--- config.mk ---
export PLATFORM = sky130hd
export DESIGN_NAME = code_loader
export DESIGN_NICKNAME = d
export VERILOG_FILES = /design/src/rtl/code_loader_pkg.sv /design/src/rtl/code_loader.sv
export SDC_FILE = /design/constraint.sdc
export NUM_CORES = 1
export LEC_CHECK = 0
export BUFFER_PORTS_ARGS = -buffer_cell sky130_fd_sc_hd__buf_2
export CAP_MARGIN = 20
export CORE_MARGIN = 3
export CORE_UTILIZATION = 40
export CTS_BUF_LIST = sky130_fd_sc_hd__clkbuf_8
export DETAILED_ROUTE_END_ITERATION = 16
export PLACE_DENSITY_LB_ADDON = 0.2
export SLEW_MARGIN = 20
export SYNTH_ARGS = -nofsm -noshare
export SYNTH_HDL_FRONTEND = slang
export SYNTH_SLANG_ARGS = --single-unit
--- constraint.sdc ---
create_clock -name clk -period 3.17 [get_ports clk]
set_input_delay 0.317 -clock clk [delete_from_list [all_inputs] [get_ports clk]]
set_output_delay 0.317 -clock clk [all_outputs]
set_load 0.005 [all_outputs]
--- src/rtl/code_loader_pkg.sv ---
// Shared types and helpers for the code_loader block.
// State list includes StChk, reachable only when CODE_LOADER_CHECKSUM_EN is defined.
package code_loader_pkg;

  localparam int unsigned CntW = 9;

  typedef enum logic [2:0] {
    StIdle,
    StLen,
    StHi,
    StLo,
    StChk,
    StFin
  } state_e;

  // A length byte of zero stands for a full 256-word image.
  function automatic logic [CntW-1:0] len_to_count(input logic [7:0] len);
    return (len == 8'h00) ? 9'd256 : {1'b0, len};
  endfunction

endpackage

--- src/rtl/code_loader.sv ---
// Byte-stream loader that writes 16-bit instruction words into code memory.
// Define CODE_LOADER_CHECKSUM_EN to expect a trailing checksum byte per session.
module code_loader
  import code_loader_pkg::*;
#(
  parameter logic [7:0] BASE_ADDR = 8'h00
) (
  input  logic        clk,
  input  logic        reset_n,
  input  logic        start,
  input  logic [7:0]  in_data,
  input  logic        in_valid,
  output logic        in_ready,
  output logic        we,
  output logic [7:0]  waddr,
  output logic [15:0] wdata,
  output logic        busy,
  output logic        done,
  output logic        error
);

  state_e            state_q, state_d;
  logic [7:0]        waddr_q, waddr_d;
  logic [15:0]       wdata_q, wdata_d;
  logic              we_q, we_d;
  logic [CntW-1:0]   cnt_q, cnt_d;
  logic              accept;

`ifdef CODE_LOADER_CHECKSUM_EN
  logic [7:0]        sum_q, sum_d;
  logic              error_q, error_d;
`endif

  assign in_ready = (state_q == StLen) || (state_q == StHi) ||
                    (state_q == StLo)  || (state_q == StChk);
  assign accept   = in_valid && in_ready;
  assign we       = we_q;
  assign waddr    = waddr_q;
  assign wdata    = wdata_q;
  assign busy     = (state_q != StIdle);
  assign done     = (state_q == StFin);

`ifdef CODE_LOADER_CHECKSUM_EN
  assign error = error_q;
`else
  assign error = 1'b0;
`endif

  always_comb begin
    state_d = state_q;
    waddr_d = waddr_q;
    wdata_d = wdata_q;
    cnt_d   = cnt_q;
    we_d    = 1'b0;
`ifdef CODE_LOADER_CHECKSUM_EN
    sum_d   = sum_q;
    error_d = error_q;
`endif

    // Address advances in the cycle after each write strobe.
    if (we_q) begin
      waddr_d = waddr_q + 8'd1;
    end

    unique case (state_q)
      StIdle: begin
        if (start) begin
          state_d = StLen;
          waddr_d = BASE_ADDR;
`ifdef CODE_LOADER_CHECKSUM_EN
          sum_d   = 8'h00;
          error_d = 1'b0;
`endif
        end
      end
      StLen: begin
        if (accept) begin
          cnt_d   = len_to_count(in_data);
          state_d = StHi;
        end
      end
      StHi: begin
        if (accept) begin
          wdata_d[15:8] = in_data;
`ifdef CODE_LOADER_CHECKSUM_EN
          sum_d         = sum_q + in_data;
`endif
          state_d       = StLo;
        end
      end
      StLo: begin
        if (accept) begin
          wdata_d[7:0] = in_data;
`ifdef CODE_LOADER_CHECKSUM_EN
          sum_d        = sum_q + in_data;
`endif
          we_d         = 1'b1;
          cnt_d        = cnt_q - 9'd1;
          if (cnt_q == 9'd1) begin
`ifdef CODE_LOADER_CHECKSUM_EN
            state_d = StChk;
`else
            state_d = StFin;
`endif
          end else begin
            state_d = StHi;
          end
        end
      end
      StChk: begin
`ifdef CODE_LOADER_CHECKSUM_EN
        if (accept) begin
          // Flag raised here so it is already visible alongside done.
          error_d = ((sum_q + in_data) != 8'h00);
          state_d = StFin;
        end
`else
        state_d = StIdle;
`endif
      end
      StFin: begin
        state_d = StIdle;
      end
      default: begin
        state_d = StIdle;
      end
    endcase
  end

  always_ff @(posedge clk or negedge reset_n) begin
    if (!reset_n) begin
      state_q <= StIdle;
      waddr_q <= BASE_ADDR;
      wdata_q <= 16'h0000;
      we_q    <= 1'b0;
      cnt_q   <= '0;
    end else begin
      state_q <= state_d;
      waddr_q <= waddr_d;
      wdata_q <= wdata_d;
      we_q    <= we_d;
      cnt_q   <= cnt_d;
    end
  end

`ifdef CODE_LOADER_CHECKSUM_EN
  always_ff @(posedge clk or negedge reset_n) begin
    if (!reset_n) begin
      sum_q   <= 8'h00;
      error_q <= 1'b0;
    end else begin
      sum_q   <= sum_d;
      error_q <= error_d;
    end
  end
`endif

endmodule

# Yosys cells after proc, flatten, opt, wreduce, memory -nomap -nowiden
# Index checks and enable logic that the tools add are counted.
# W data, S select, Z words.
[op_classes]
n_addsub = 2
mul = 0
n_div = 0
magnitude_cmp = 0
eq_ne = 10
shifts = 0
muxes = 15
n_bitwise = 0
reduce_logical = 12
[op_table]
columns = ["op", "count"]
rows = [
  ["$mux W9", 3],
  ["$mux W8", 3],
  ["$pmux W9 S2", 1],
  ["$mux W3", 5],
  ["$pmux W3 S4", 1],
  ["$eq A9 B1 Y1 const B", 1],
  ["$sub A9 B1 Y9 const B", 1],
  ["$add A8 B1 Y8 const B", 1],
  ["$logic_not A8 Y1", 1],
  ["$ne A2 B2 Y1 const B", 4],
  ["$eq A3 B2 Y1 const B", 2],
  ["$eq A3 B3 Y1 const B", 2],
  ["$reduce_and A2 Y1", 2],
  ["$reduce_and A4 Y1", 1],
  ["$eq A3 B1 Y1 const B", 1],
  ["$logic_not A3 Y1", 1],
  ["$logic_or A1 B1 Y1", 3],
  ["$reduce_and A3 Y1", 1],
  ["$reduce_bool A3 Y1", 1],
  ["$mux W1", 2],
  ["$reduce_bool A2 Y1", 1],
  ["$logic_and A1 B1 Y1", 1],
]
[word_totals]
reg_bits = 37
latchBits = 0
ramBits = 0
mem_bits_ro = 0
inputBits = 12
output_inout_bits = 29
wordCells = 45
n_memories = 0

# Longest topological paths before layout
# Gate-level depths: netlist (run 1).
[depth]
word_depth = 7
ltp_mapped = 6
depth_no_buf = 6

# Least setup slack after synthesis (run 1)
# OpenSTA, ideal clock, no wires.
[synth_path]
path_type = "reg2reg"
start = "register cnt_q[0]"
end = "register cnt_q[6]"
setup_time_ns = 0.123
t_arrival_ns = 1.564
required_time_ns = 3.047
path_slack_ns = 1.483
path_stages_with_launch = 7
path_buffers = 0
synth_period_minus_slack_ns = 1.687
cell_sequence = "dfrtp_1 -> inv_1 -> ha_1 -> or3b_2 -> nor3_1 -> mux2i_1 -> a21oi_1"
[synth_via]
elab_chain_cells = 3
[synth_rtl]
columns = ["element", "line_no", "source"]
rows = [
  ["start: declaration", "code_loader.sv:26", "logic [CntW-1:0] cnt_q, cnt_d;"],
  ["start signal: assignment", "code_loader.sv:142", "cnt_q <= cnt_d;"],
  ["$sub A9 B1 Y9", "code_loader.sv:98", "cnt_d = cnt_q - 9'd1;"],
  ["$mux W9", "code_loader.sv:92", "if (accept) begin"],
  ["$pmux W9 S2", "code_loader.sv:65", "unique case (state_q)"],
]
# Every way passes these cells. The select of a mux whose other input is x is not followed.
# A chain may end at the register's enable or synchronous reset.

# Final worst setup path (run 1)
[layout_path]
start = "register state_q[2]"
end = "register wdata_q[4] (netlist: wdata[4])"
[layout_via]
elab_chain_cells = 6
elab_cells_between_ends = 9
classes_between = "eq/ne: 4; reduce/logical: 5"
[layout_rtl]
columns = ["element", "line_no", "source"]
rows = [
  ["start: declaration", "code_loader.sv:22", "state_e state_q, state_d;"],
  ["start signal: assignment", "code_loader.sv:132", "state_q <= StIdle;"],
  ["start signal: assignment", "code_loader.sv:138", "state_q <= state_d;"],
  ["$eq A3 B1 Y1 / $eq A3 B2 Y1 (equally long branches)", "code_loader.sv:34", "assign in_ready = (state_q == StLen) || (state_q == StHi) ||"],
  ["$logic_or A1 B1 Y1 (2 in series)", "code_loader.sv:34", ""],
  ["$logic_or A1 B1 Y1", "code_loader.sv:35", "(state_q == StLo) || (state_q == StChk);"],
  ["$logic_and A1 B1 Y1", "code_loader.sv:36", "assign accept = in_valid && in_ready;"],
  ["$reduce_and A2 Y1 (no line) *", "-", ""],
  ["end signal: assignment", "code_loader.sv:140", "wdata_q <= wdata_d;"],
  ["end: declaration", "code_loader.sv:24", "logic [15:0] wdata_q, wdata_d;"],
]
# Mark *: on every way between the ends. The rest lies on a longest branch, timed or not.

==> impl_results.md, run 1 <==
- Pin count of the biggest net entering global routing: 38
- Worst slack, placed: around 1.3 ns
- Worst skew pair latency: ~0.29 ns
- Final-layout fill cell count: approximately 400
- Syn Nets: roughly 180
- Fin util: 0.4997
- Clk slew on worst S/H paths: around 0.08 ns
- Starting Density: 0.4333
- RSZ-0062 raised after global routing: no
- Yosys reg bits: 37
- Power Dens Cells: between 800 and 900 mW/mm²
- Pleak: roughly 0.94 nW
- Vias: roughly 1.4k
- Least-Margin Pin Slew: 0.8324 ns
- Arr. time, crit path: 2.05 ns
- Clock Path Buffers: 2
- GR Util All Layers: 0.1536
- Initial antenna violation count: 0
- CP delay by family, top: simple AND/OR/NAND/NOR gates
- Reg-to-reg setup timing slack: 1.29 ns
- Fin worst setup slack: 1.293 ns
- Synth Cell Area: 0.001820 mm²
- TritonCTS clock tree: yes
- Max Clk Rate: between 500 and 600 MHz
- Max-slew violations: 0
- Top cells by count, synth: dfrtp_1, mux2_2, nor2_1, nand2_1, a21oi_1
- Crit. End Element: flip-flop
- CTS Sinks: 37
- Period Utilization, post-route: 0.5920
- Data required, critical path: roughly 3.3 ns
- NumNets Final: around 220
- Area Growth Syn to Fin: 15.33%
- Post-synthesis cell type count: 44
- Die height: between 70 and 80 µm
- CTS Buf Count: 5
- Layout cells sized above 1: 0.3268
- ANT cells: 0
- Gr ovfl total: 0
- Cts repair resizes: 0
- Setup Crit Path Kind: flip-flop to flip-flop
- DP HPWL: ~2900 µm
- Peak supply drop: 578.1 µV
- Slowest library cell on the worst path: and3b_1
- Syn. warnings: 0
- Residual DRC: 0
- Via density per instance: ~5.4
- Post-route clock skew: between 0.008 and 0.009 ns
- Worst-path fanout max: 13
- Row cnt: 23
- Fin crit period: 1.877 ns
- Hold Path Class: input port to asynchronous set/reset pin
- # IOs: 41
- Mean Syn Cell Area: ~11 µm²
- Ys async rst share: 1.000
- H-tree depth: 2
- Number of nets with antenna violations after routing: 0
- Average wire per standard cell: 15.56 µm
- Setup TNS: 0 ns
- Top post-synthesis cells by area: dfrtp_1, mux2_2, nor2_1
- Syn Inst Count: between 150 and 200
- Max Cap Violations: 0
- Synth area leader: dfrtp_1
- Routability Congestion: ~0.84
- Vias in the first global route: approximately 1.4k
- Final WL: 3968 µm
- Status: finished clean
- Drt initial violations: between 70 and 80
- Number of flops mapped to enable cells by yosys: 0
- IO Port Bufs: 39
- Primary FF master, synth: dfrtp_1
- CP bufs+invs: 0
- First-pass iteration count of the detailed router: 4
- Overall power: around 1.8 mW
- Post-CTS Setup Bufs: 0
- CTS root buf: clkbuf_8
- Startpoint types: flip-flop
- Rel. slew slack: 0.4450
- Hold_buf cts: 0
- Top cell type's share of synthesized area: 0.5086
- First-pass GRT wire length: ~6500 µm
- WHS: about 0.12 ns
- Die X: around 73 µm
- Crit-path cells: and3b_1 > nand2_1 > mux2_2
- Fin. Hold Viols: 0
- Seq/Total Area, Yosys: 0.5086
- Setup violations, final: 0
- Most frequent cell after synthesis: dfrtp_1
- DIE AREA: 0.005396 mm²
- Worst path max stage delay: about 0.55 ns
- Core Box Area: ~0.0042 mm²
[sequential cells by signal, indices dropped and copies added (netlist names)]
name / flops
cnt_q: 9
we: 1
wdata: 16
state_q: 3
waddr: 8
[path summary, 6_finish.rpt]
| kind | startpoint | to | cells past startpoint |
|---|---|---|---|
| worst max-delay path | state_q[2] | wdata[4] | 3 |
| worst min-delay path | reset_n | cnt_q[6] | 1 |
| worst max register to register | state_q[2] | wdata[4] | 3 |
| worst min register to register | wdata[5] | wdata[5] | 1 |
| max in group asynchronous | reset_n | wdata[2] | 1 |
| min in group clk | in_data[5] | wdata[5] | 2 |
[area by class of cell]
cell class                      count  area, µm²  area share
Inverter                            7      26.28     0.01251
Multi-Input combinational cell    114      799.5      0.3808
Tap cell                           50      62.56     0.02980
Timing Repair Buffer               39      195.2     0.09297
Clock inverter                      3      21.27     0.01013
Clock buffer                        5      68.82     0.03278
Sequential cell                    37      925.9      0.4410
[cells in the final DEF (no fill, tap or decap), types with 2 or more instances in the layout]
cell type / instances
nor2_1: 15
or3_1: 3
xnor2_1: 2
nand4_1: 4
ha_1: 3
inv_1: 7
buf_2: 39
mux2_2: 16
or4_1: 4
xor2_1: 4
nand2_1: 11
nor3_1: 4
a21oi_1: 10
dfrtp_1: 37
mux2i_1: 5
clkbuf_8: 5
o22ai_1: 3
nand3b_1: 2
o21ai_0: 6
[logic make-up after synthesis]
family,share of synthesized area
simple gates,0.1512
flops,0.5086
compound gates,0.1100
mux,0.1265
buf+inv,0.05223
xor+xnor,0.02887
fa+ha+maj,0.02062
other cells,0.002060
[report_power, final]
group	internal, mW	switching, mW	total, mW
combinational	0.306	0.285	0.591
clock	0.156	0.171	0.327
sequential	0.662	0.171	0.832
total	1.12	0.627	1.75
[per-layer routing]
metal	global-route usage	vias up	part of all wire
met1	0.2164	670	0.47
met4	0.04024	0	0.0025
met2	0.2303	42	0.47
met5	0	-	0
li1	-	666	-
met3	0.04651	2	0.054
[metrics by stage]
stage                     instances  instance area [µm²]
after global routing            255                 2100
final                           255                 2100
after CTS                       255                 2100
after global placement          247                 2009
after detailed placement        247                 2009
after floorplan                 166                 1821
(Power assumes the default switching activity.)
==> run 2: changes to the inputs <==
==> constraint.sdc (replaced) <==
create_clock -name clk -period 1.9 [get_ports clk]
set_input_delay 0.19 -clock clk [delete_from_list [all_inputs] [get_ports clk]]
set_output_delay 0.19 -clock clk [all_outputs]
set_load 0.005 [all_outputs]
==> impl_results.md, run 2 (synthesis results as in run 1) <==
- Status: finished with violations
- Failing checks: hold timing
- Startpoint types: flip-flop
- Worst path max stage delay: roughly 0.55 ns
- Overall power: ~2.9 mW
- Setup violations, final: 0
- Slowest library cell on the worst path: or4_1
- Pleak: between 0.9 and 1 nW
- Max Clk Rate: 548.7 MHz
- Fin area: about 0.0021 mm²
- Routability Congestion: 0.8694
- # IOs: slightly above 40
- NumNets Final: 223
- Area Growth Syn to Fin: 17.18%
- WHS: -0.01226 ns
- Vias in the first global route: roughly 1.5k
- Arr. time, crit path: around 2 ns
- Fin util: 0.5077
- Most frequent CP cell: or4_1
- Cts repair resizes: 0
- ANT cells: 0
- Crit. End Element: flip-flop
- Rel. slew slack: 0.4568
- Gr ovfl total: 0
- Max-slew violations: 0
- Peak supply drop: around 640 µV
- Crit-path cells: or4_1 > or4_1 > a21oi_1 > a2bb2oi_1
- Average wire per standard cell: approximately 16 µm
- Post-route clock skew: 0.007068 ns
- Core Box Area: between 0.004 and 0.005 mm²
- Clock Path Buffers: 2
- Data required, critical path: ~2.1 ns
- Max reg flops: 16
- Worst skew pair latency: 0.29 ns
- Vias: about 1.4k
- Fin. Hold Viols: 13
- Initial antenna violation count: 0
- Number of nets with antenna violations after routing: 0
- Period Utilization, post-route: 0.9592
- Layout cells sized above 1: 0.3413
- First-pass iteration count of the detailed router: 4
- Pin count of the biggest net entering global routing: 38
- H-tree depth: 2
- Least-Margin Pin Slew: between 0.8 and 0.9 ns
- Fin crit period: 1.823 ns
- Final WL: ~4100 µm
- Die height: about 73 µm
- DP HPWL: 2988 µm
- Setup Crit Path Kind: flip-flop to flip-flop
- Clk slew on worst S/H paths: roughly 0.07 ns
- Commonest non-fill, non-tap cell in the layout: buf_2
- Starting Density: 0.4333
- Placed instance area: 0.002039 mm²
- CP bufs+invs: 0
- CTS Buf Count: 5
- Worst-path fanout max: 5
- Residual DRC: 0
- Post-CTS Setup Bufs: 0
- IO Port Bufs: 39
- Hold Path Class: input port to asynchronous set/reset pin
- Power Dens Cells: between 1000 and 1500 mW/mm²
- Hold_buf cts: 0
- GR Util All Layers: 0.1657
- Max Cap Violations: 0
- Via density per instance: about 5.6
- First-pass GRT wire length: just under 7000 µm
- DIE AREA: about 0.0054 mm²
- Commonest non-fill, non-tap cells in the layout: buf_2, dfrtp_1, mux2_2, nor2_1, nand2_1
- Row cnt: 23
- Setup TNS: 0 ns
- CTS Sinks: 37
- Die X: 73.46 µm
- TritonCTS clock tree: yes
- CP delay by family, top: simple AND/OR/NAND/NOR gates
- Drt initial violations: 57
- CTS root buf: clkbuf_8
run 2: cell types whose count changed in the layout (fill, tap and decap cells not counted):
cell	previous run	this run
inv_1	7	8
buf_4	0	4
inv_6	1	0
ha_1	3	2
clkbuf_8	5	6
nor3_2	1	2
clkinvlp_4	1	0
clkinv_2	1	0
ha_2	0	1
nor3_1	4	3
run 2: worst register-to-register path: cells and delay by family (launching register included):
| kind | cells | cell delay, ns |
|---|---|---|
| AOI/OAI and AO/OA | 2 | 0.32 |
| DFF | 1 | 0.42 |
| and+or+nand+nor | 2 | 1.01 |
run 2: area by class of cell:
type                            instances  area, µm²
Inverter                                7      26.28
Tap cell                               50      62.56
Sequential cell                        37      925.9
Fill cell                             390       2068
Timing Repair Buffer                   43      225.2
Clock buffer                            6      82.58
Clock inverter                          1      3.754
Multi-Input combinational cell        114      807.0
run 2: per-stage QoR:
stage	hold slack, ns	setup slack (ns)	std cells
CTS	0.02165	0.05326	258
finish	-0.01226	0.07745	258
floorplan	-0.1056	0.2133	166
global route	0.07580	-0.002674	258
global placement	0.3236	0.1355	251
detailed placement	0.3345	0.07198	251
run 2: worst paths after layout:
path | start | to | slack, ns | depth (start not counted)
max in group asynchronous | reset_n | waddr[0] | 1.39 | 1
min in group clk | in_data[3] | wdata[3] | 0.18 | 2
setup reg to reg | cnt_q[3] | cnt_q[7] | 0.08 | 4
hold / removal | reset_n | state_q[2] | -0.01 | 1
hold reg to reg | cnt_q[8] | cnt_q[8] | 0.50 | 1
setup / recovery | cnt_q[3] | cnt_q[7] | 0.08 | 4
run 2: where the power goes:
| part | switching (mW) | internal, mW |
|---|---|---|
| clock network | 0.261 | 0.282 |
| logic | 0.473 | 0.522 |
| registers | 0.291 | 1.10 |
| total | 1.02 | 1.91 |
run 2: metal layers:
layer  share of wire  track usage  vias up
met5               0            0        -
met4           0.022      0.07646        0
met3           0.046      0.03283        9
met2            0.48       0.2618       36
met1            0.45       0.2183      710
li1                -            -      678
